<file path="config.mk">
export PLATFORM = sky130hd
export DESIGN_NAME = csel_adder_pipe_flat
export DESIGN_NICKNAME = d
export VERILOG_FILES = /design/src/rtl/csel_adder_pipe_if.sv /design/src/rtl/csel_adder_pipe.sv /design/src/flat_wrapper.sv
export SDC_FILE = /design/constraint.sdc
export NUM_CORES = 1
export LEC_CHECK = 0
export BUFFER_PORTS_ARGS = -buffer_cell sky130_fd_sc_hd__buf_2
export CAP_MARGIN = 20
export CORE_AREA = 3 3 180 182
export DETAILED_ROUTE_END_ITERATION = 7
export DIE_AREA = 0 0 183 185
export GPL_ROUTABILITY_DRIVEN = 0
export GPL_TIMING_DRIVEN = 1
export PLACE_DENSITY_LB_ADDON = 0.2
export SLEW_MARGIN = 10
export SYNTH_ARGS = -nofsm -noshare
export SYNTH_HDL_FRONTEND = slang
export SYNTH_SLANG_ARGS = --single-unit
</file>
<file path="constraint.sdc">
create_clock -name clk -period 3.7 [get_ports clk]
set_input_delay 0.925 -clock clk [delete_from_list [all_inputs] [get_ports clk]]
set_output_delay 0.925 -clock clk [all_outputs]
set_load 0.02 [all_outputs]
</file>
<file path="src/rtl/csel_adder_pipe_if.sv">
// -----------------------------------------------------------------------------
// csel_adder_pipe_if
//   Streaming bundle for the pipelined carry-select adder.
//   Input side : in_valid/in_ready handshake with operands a, b and carry cin.
//   Output side: out_valid/out_ready handshake with sum, cout and ovf.
//   Modports:
//     master - upstream/downstream environment (drives operands, out_ready)
//     slave  - the adder itself (drives in_ready and the result)
// -----------------------------------------------------------------------------
interface csel_adder_pipe_if #(
  parameter int WIDTH = 45
) ();

  logic             in_valid;
  logic             in_ready;
  logic [WIDTH-1:0] a;
  logic [WIDTH-1:0] b;
  logic             cin;

  logic             out_valid;
  logic             out_ready;
  logic [WIDTH-1:0] sum;
  logic             cout;
  logic             ovf;

  modport master (
    output in_valid, a, b, cin, out_ready,
    input  in_ready, out_valid, sum, cout, ovf
  );

  modport slave (
    input  in_valid, a, b, cin, out_ready,
    output in_ready, out_valid, sum, cout, ovf
  );

endinterface

</file>
<file path="src/rtl/csel_adder_pipe.sv">
// -----------------------------------------------------------------------------
// csel_adder_pipe
//   Pipelined carry-select adder: sum = a + b + cin (mod 2^WIDTH), cout = carry
//   out of bit WIDTH-1. The addition is cut into SEG-bit segments and one
//   segment is resolved per pipeline stage, so the carry path per cycle is one
//   segment adder plus a 2:1 mux. NSEG = ceil(WIDTH/SEG) stages, latency NSEG
//   cycles, one result per cycle under full valid/ready backpressure.
//
//   Ports:
//     clk  - clock, rising edge
//     rst  - synchronous active-high reset (discards everything in flight)
//     bus  - csel_adder_pipe_if.slave (in_valid/in_ready/a/b/cin,
//            out_valid/out_ready/sum/cout/ovf)
//
//   Optional feature (macro CSEL_ADDER_PIPE_OVF_EN):
//     defined     - ovf is a registered signed-overflow flag aligned with sum
//     not defined - ovf is tied to 0 and no extra flop exists
// -----------------------------------------------------------------------------
module csel_adder_pipe #(
  parameter int WIDTH = 45,
  parameter int SEG   = 8
) (
  input  logic              clk,
  input  logic              rst,
  csel_adder_pipe_if.slave  bus
);

  localparam int NSEG = (WIDTH + SEG - 1) / SEG;

  // The whole pipeline moves as one unit: it advances whenever the output slot
  // is empty or is being drained this cycle, otherwise every stage holds.
  logic adv;
  assign adv          = !bus.out_valid || bus.out_ready;
  assign bus.in_ready = adv;

  // Stage k owns sum bits [HI-1:0] (everything resolved so far) and carries
  // the not-yet-added operand bits [WIDTH-1:HI] down the pipe, right-aligned
  // so that the next stage always finds its segment at bit 0.
  for (genvar k = 0; k < NSEG; k++) begin : g_stage
    localparam int LO = k * SEG;
    localparam int W  = (k == NSEG - 1) ? WIDTH - LO : SEG;
    localparam int HI = LO + W;

    logic              vld_in;
    logic              cy_in;
    logic [WIDTH-LO-1:0] a_rem;
    logic [WIDTH-LO-1:0] b_rem;
    logic [HI-1:0]     sum_d;

    logic [W:0]        seg_c0;
    logic [W:0]        seg_c1;
    logic [W:0]        seg_sel;

    logic              vld_q;
    logic              cy_q;
    logic [HI-1:0]     sum_q;

    if (k == 0) begin : g_head
      assign vld_in = bus.in_valid;
      assign cy_in  = bus.cin;
      assign a_rem  = bus.a;
      assign b_rem  = bus.b;
      assign sum_d  = seg_sel[W-1:0];
    end else begin : g_body
      assign vld_in = g_stage[k-1].vld_q;
      assign cy_in  = g_stage[k-1].cy_q;
      assign a_rem  = g_stage[k-1].g_fwd.a_q;
      assign b_rem  = g_stage[k-1].g_fwd.b_q;
      assign sum_d  = {seg_sel[W-1:0], g_stage[k-1].sum_q};
    end

    // Both carry variants are formed in parallel from the operands alone; the
    // incoming carry only drives the final select.
    assign seg_c0  = {1'b0, a_rem[W-1:0]} + {1'b0, b_rem[W-1:0]};
    assign seg_c1  = {1'b0, a_rem[W-1:0]} + {1'b0, b_rem[W-1:0]} + {{W{1'b0}}, 1'b1};
    assign seg_sel = cy_in ? seg_c1 : seg_c0;

    // NOTE: state is updated with non-blocking assignments so every stage
    // samples its predecessor's value from before this edge, which is what
    // makes the chain a pipeline rather than a ripple through all stages.
    // NOTE: these are individual pipeline flops, not a RAM array, so they all
    // take the synchronous clear; stale partial sums never leak after reset.
    always_ff @(posedge clk) begin
      if (rst) begin
        vld_q <= 1'b0;
        cy_q  <= 1'b0;
        sum_q <= '0;
      end else if (adv) begin
        vld_q <= vld_in;
        cy_q  <= seg_sel[W];
        sum_q <= sum_d;
      end
    end

    // Skew registers: only stages that still have operand bits to hand on.
    if (k < NSEG - 1) begin : g_fwd
      logic [WIDTH-HI-1:0] a_q;
      logic [WIDTH-HI-1:0] b_q;

      always_ff @(posedge clk) begin
        if (rst) begin
          a_q <= '0;
          b_q <= '0;
        end else if (adv) begin
          a_q <= a_rem[WIDTH-LO-1:W];
          b_q <= b_rem[WIDTH-LO-1:W];
        end
      end
    end
  end

  assign bus.out_valid = g_stage[NSEG-1].vld_q;
  assign bus.sum       = g_stage[NSEG-1].sum_q;
  assign bus.cout      = g_stage[NSEG-1].cy_q;

`ifdef CSEL_ADDER_PIPE_OVF_EN
  // The operand MSBs arrive at the last stage through the skew registers, so
  // the flag is computed alongside the top segment and registered with it.
  localparam int LAST_W = WIDTH - (NSEG - 1) * SEG;

  logic a_msb;
  logic b_msb;
  logic s_msb;
  logic ovf_q;

  assign a_msb = g_stage[NSEG-1].a_rem[LAST_W-1];
  assign b_msb = g_stage[NSEG-1].b_rem[LAST_W-1];
  assign s_msb = g_stage[NSEG-1].seg_sel[LAST_W-1];

  always_ff @(posedge clk) begin
    if (rst) begin
      ovf_q <= 1'b0;
    end else if (adv) begin
      ovf_q <= (a_msb == b_msb) && (s_msb != a_msb);
    end
  end

  assign bus.ovf = ovf_q;
`else
  assign bus.ovf = 1'b0;
`endif

endmodule

</file>
<file path="src/flat_wrapper.sv">
// flat-port wrapper written by rule: the top's interface ports become plain ports
module csel_adder_pipe_flat 
#(
  parameter int WIDTH = 45,
  parameter int SEG   = 8
)
  (clk, rst, bus_in_valid, bus_a, bus_b, bus_cin, bus_out_ready, bus_in_ready, bus_out_valid, bus_sum, bus_cout, bus_ovf);
  csel_adder_pipe_if #(.WIDTH(WIDTH)) bus_i ();
  input  logic clk;
  input  logic rst;
  input wire logic [$bits(bus_i.in_valid)-1:0] bus_in_valid;
  input wire logic [$bits(bus_i.a)-1:0] bus_a;
  input wire logic [$bits(bus_i.b)-1:0] bus_b;
  input wire logic [$bits(bus_i.cin)-1:0] bus_cin;
  input wire logic [$bits(bus_i.out_ready)-1:0] bus_out_ready;
  output wire logic [$bits(bus_i.in_ready)-1:0] bus_in_ready;
  output wire logic [$bits(bus_i.out_valid)-1:0] bus_out_valid;
  output wire logic [$bits(bus_i.sum)-1:0] bus_sum;
  output wire logic [$bits(bus_i.cout)-1:0] bus_cout;
  output wire logic [$bits(bus_i.ovf)-1:0] bus_ovf;
  assign bus_i.in_valid = bus_in_valid;
  assign bus_i.a = bus_a;
  assign bus_i.b = bus_b;
  assign bus_i.cin = bus_cin;
  assign bus_i.out_ready = bus_out_ready;
  assign bus_in_ready = bus_i.in_ready;
  assign bus_out_valid = bus_i.out_valid;
  assign bus_sum = bus_i.sum;
  assign bus_cout = bus_i.cout;
  assign bus_ovf = bus_i.ovf;
  csel_adder_pipe #(.WIDTH(WIDTH), .SEG(SEG)) u_core (.clk(clk), .rst(rst), .bus(bus_i));
endmodule
</file>
==> results.rst <==
.. list-table::
   :header-rows: 1

   * - Metric
     - Value
   * - Status
     - finished clean
   * - Pin count of the biggest net entering global routing
     - 191
   * - Register bit total from synthesis
     - roughly 390
   * - EDFF count, synth
     - 0
   * - Number of vias in the routed layout
     - 13,120
   * - Antenna violations before repair
     - 0
   * - Required @ worst endpoint
     - a little over 4 ns
   * - FP Rows
     - 64
   * - Number of clock sinks
     - 387
   * - Area share of the leading cell type in the synthesized netlist
     - 48.51%
   * - Data arrival, critical path
     - 3.29 ns
   * - Clock-pin transition on the worst setup and hold timing paths
     - 0.06 ns
   * - Dominant register cell in the synthesized netlist
     - sky130_fd_sc_hd__dfxtp_1
   * - Final worst clock skew
     - 0.009141 ns
   * - Synthesized cell area
     - between 15,000 and 20,000 sq um
   * - Overall power after layout
     - 8.962 mW
   * - Number of hold violations in the final report
     - 0
   * - Worst rel slew slack
     - 45.21%
   * - # DRC
     - 0
   * - Post-CTS Setup Repair Bufs
     - 0
   * - Diode count
     - 0
   * - Tightest Pin Transition
     - 0.8218 ns
   * - Register area share after synthesis
     - a little under 50%
   * - F_max
     - ~350 MHz
   * - Num CTS Buffers
     - 40
   * - Share of cells above drive strength 1
     - 11.06%
   * - Count of placed standard cells in the final layout, fillers left out
     - 2,503
   * - Largest vdd supply drop
     - between 0.3 and 0.4 mV
   * - RSZ-0062 raised after global routing
     - no
   * - Final number of setup-violating endpoints
     - 0
   * - Power density over the cells
     - slightly below 500 nW/um^2
   * - Tot GR Track Use
     - 19.07%
   * - Share of synthesized registers carrying an async set or reset
     - 0%
   * - Highest fanout seen on the critical path
     - 3
   * - Mean post-synth cell area
     - 7.915 sq um
   * - H-tree level count
     - 2
   * - Slew Limit Fails
     - 0
   * - Unique cell type count in the Yosys netlist
     - 56
   * - Initial cell density of the core
     - just over 50%
   * - Horizontal die dimension
     - 183 um
   * - Clock period minus worst slack
     - 2.860 ns
   * - Type of the tightest min-delay check
     - flip-flop to flip-flop
   * - Top cell type by total area after synthesis
     - sky130_fd_sc_hd__dfxtp_1
   * - Cells resized by post-CTS repair
     - 0
   * - Net count reported at finish
     - 2,232
   * - Final Cycle Share
     - 77.31%
   * - Remaining antenna violation count
     - 0
   * - Post-route setup TNS
     - 0 ns
   * - Via count of the first global-routing pass
     - 11,970
   * - Final global-route overflow total
     - 0
   * - Category of the worst setup path capture point
     - flip-flop
   * - Initial drt markers
     - 824
   * - Utilization of the core after routing
     - roughly three fifths
   * - Synthesized net count
     - 2,170
   * - Storage cell area
     - between 7000 and 8000 sq um
   * - Cell count after placement
     - 2,434
   * - Area contributors post-synth
     - sky130_fd_sc_hd__dfxtp_1 49%, sky130_fd_sc_hd__nand2_1 16%, sky130_fd_sc_hd__a21oi_1 12%
   * - Total length of routed wires
     - 33.37 mm
   * - Number of max-capacitance violations reported
     - 0
   * - Multi-input gate area in the final layout
     - 7672 sq um
   * - Count of pins on the block boundary
     - 144
   * - Post-synthesis instance total
     - 2,018
   * - Clock root buffer
     - sky130_fd_sc_hd__clkbuf_16
   * - Clock tree from TritonCTS
     - done
   * - Launching element type of the critical path
     - input pin
   * - Global-route wire length before repair
     - 55.99 mm
   * - Number of filler cells placed in the layout
     - 2,948
   * - Most used standard cell by instance count after synthesis
     - sky130_fd_sc_hd__nand2_1
   * - WL per Instance
     - 13.33 um
   * - Die area
     - 33,860 sq um
   * - Number of detailed-routing iterations run before antenna repair
     - 5
   * - Overall die height
     - 185 um
   * - Area added between synthesis and finish
     - 13.42%
   * - Reported leakage power
     - 7.132 nW
   * - Ys Warns
     - 0
   * - CTS hold repair buffers
     - 0
   * - Worst setup path class
     - input pin to flip-flop
   * - Dpl hpwl
     - approximately 21 mm
   * - Clock Path Buffers
     - 3
   * - Total core area
     - around 31,000 sq um
   * - Commonest cells post-synth
     - 694 x sky130_fd_sc_hd__nand2_1, 387 x sky130_fd_sc_hd__dfxtp_1, 367 x sky130_fd_sc_hd__a21oi_1, 131 x sky130_fd_sc_hd__clkbuf_1, 87 x sky130_fd_sc_hd__nor2_1
   * - Count of input and output buffers
     - 142
   * - Per-cell via count in the routed design
     - 5.242
   * - Clock latency reported for the late side of the worst-skew pair
     - 0.52 ns
[sequential cells by signal (all words and copies together), names as in the netlist]
register	flops
u_core.bus.out_valid	1
u_core.g_stage.cy_q	5
u_core.g_stage.g_fwd.b_q	105
u_core.g_stage.vld_q	5
u_core.g_stage.g_fwd.a_q	105
u_core.bus.sum	45
u_core.bus.cout	1
u_core.g_stage.sum_q	120
[power breakdown]
part           switching (mW)  internal [mW]
logic                   0.360          0.253
registers              0.0923           4.34
clock network            1.55           2.36
[layout by cell type (no fill, tap or decap), types with 7 or more instances in the layout]
cell type and instances:
sky130_fd_sc_hd__nor3_1 13, sky130_fd_sc_hd__ha_1 51, sky130_fd_sc_hd__inv_1 14, sky130_fd_sc_hd__clkbuf_1 13
sky130_fd_sc_hd__nor3b_1 7, sky130_fd_sc_hd__nor2_1 87, sky130_fd_sc_hd__nand3_1 8, sky130_fd_sc_hd__dfxtp_1 387
sky130_fd_sc_hd__a211oi_1 48, sky130_fd_sc_hd__xor2_1 23, sky130_fd_sc_hd__nand2_1 694, sky130_fd_sc_hd__a21oi_1 367
sky130_fd_sc_hd__o21ai_0 21, sky130_fd_sc_hd__buf_2 141, sky130_fd_sc_hd__nand4_1 12, sky130_fd_sc_hd__clkbuf_16 41
sky130_fd_sc_hd__xnor2_1 27, sky130_fd_sc_hd__buf_4 7, sky130_fd_sc_hd__nor2b_1 9, sky130_fd_sc_hd__and3_1 9
[critical path, cell delays in order]
cell,delay [ns]
sky130_fd_sc_hd__buf_2,0.11
sky130_fd_sc_hd__ha_1,0.23
sky130_fd_sc_hd__fa_1,0.44
sky130_fd_sc_hd__xor2_1,0.31
sky130_fd_sc_hd__o2111ai_1,0.18
sky130_fd_sc_hd__nor4_1,0.52
sky130_fd_sc_hd__o2111ai_2,0.19
sky130_fd_sc_hd__xnor2_1,0.17
sky130_fd_sc_hd__a211oi_1,0.22
[cells by family after synthesis]
logic type	synth area share (%)
flops	48.51
xor+xnor	2.742
fa+ha+maj	4.747
buf+inv	3.502
other cells	0.02348
compound gates	17.84
simple gates	22.26
mux	0.3760
[area by class of cell]
class,count,share of cell area (%)
well taps,396,2.735
repair buffers,153,4.711
clock buffers,60,6.389
clock inverters,9,0.6907
flip-flops and latches,387,42.77
multi-input cells,1483,42.35
inverters,15,0.3523
[metal layers]
metal	GRT usage (%)	vias to the layer above	wire length, um	share of wire, %
met5	0	-	0	0
met4	4.327	0	506	1.5
met3	2.730	31	1151	3.4
met2	30.02	184	14540	44
met1	27.96	6018	17170	51
li1	-	6888	-	-
[path summary, 6_finish.rpt]
kind | startpoint | endpoint | slack [ns] | cells after the start
max | bus_b[0] | u_core.g_stage[0].cy_q | 0.84 | 9
min | u_core.bus.sum[20] | u_core.bus.sum[20] | 0.45 | 2
max reg2reg | u_core.g_stage[0].g_fwd.b_q[1] | u_core.g_stage[1].cy_q | 1.12 | 7
min reg2reg | u_core.bus.sum[20] | u_core.bus.sum[20] | 0.45 | 2
[stage by stage]
step	hold WS [ns]	setup WS, ns	area (sq um)
6_report	0.4468	0.8397	18110
5_1_grt	0.4639	0.6150	18110
4_1_cts	0.4491	0.8825	18110
3_5_place_dp	0.4429	0.3488	16830
3_3_place_gp	0.4394	0.4312	16830
2_1_floorplan	0.4321	0.7014	15970
(Power assumes the default switching activity.)
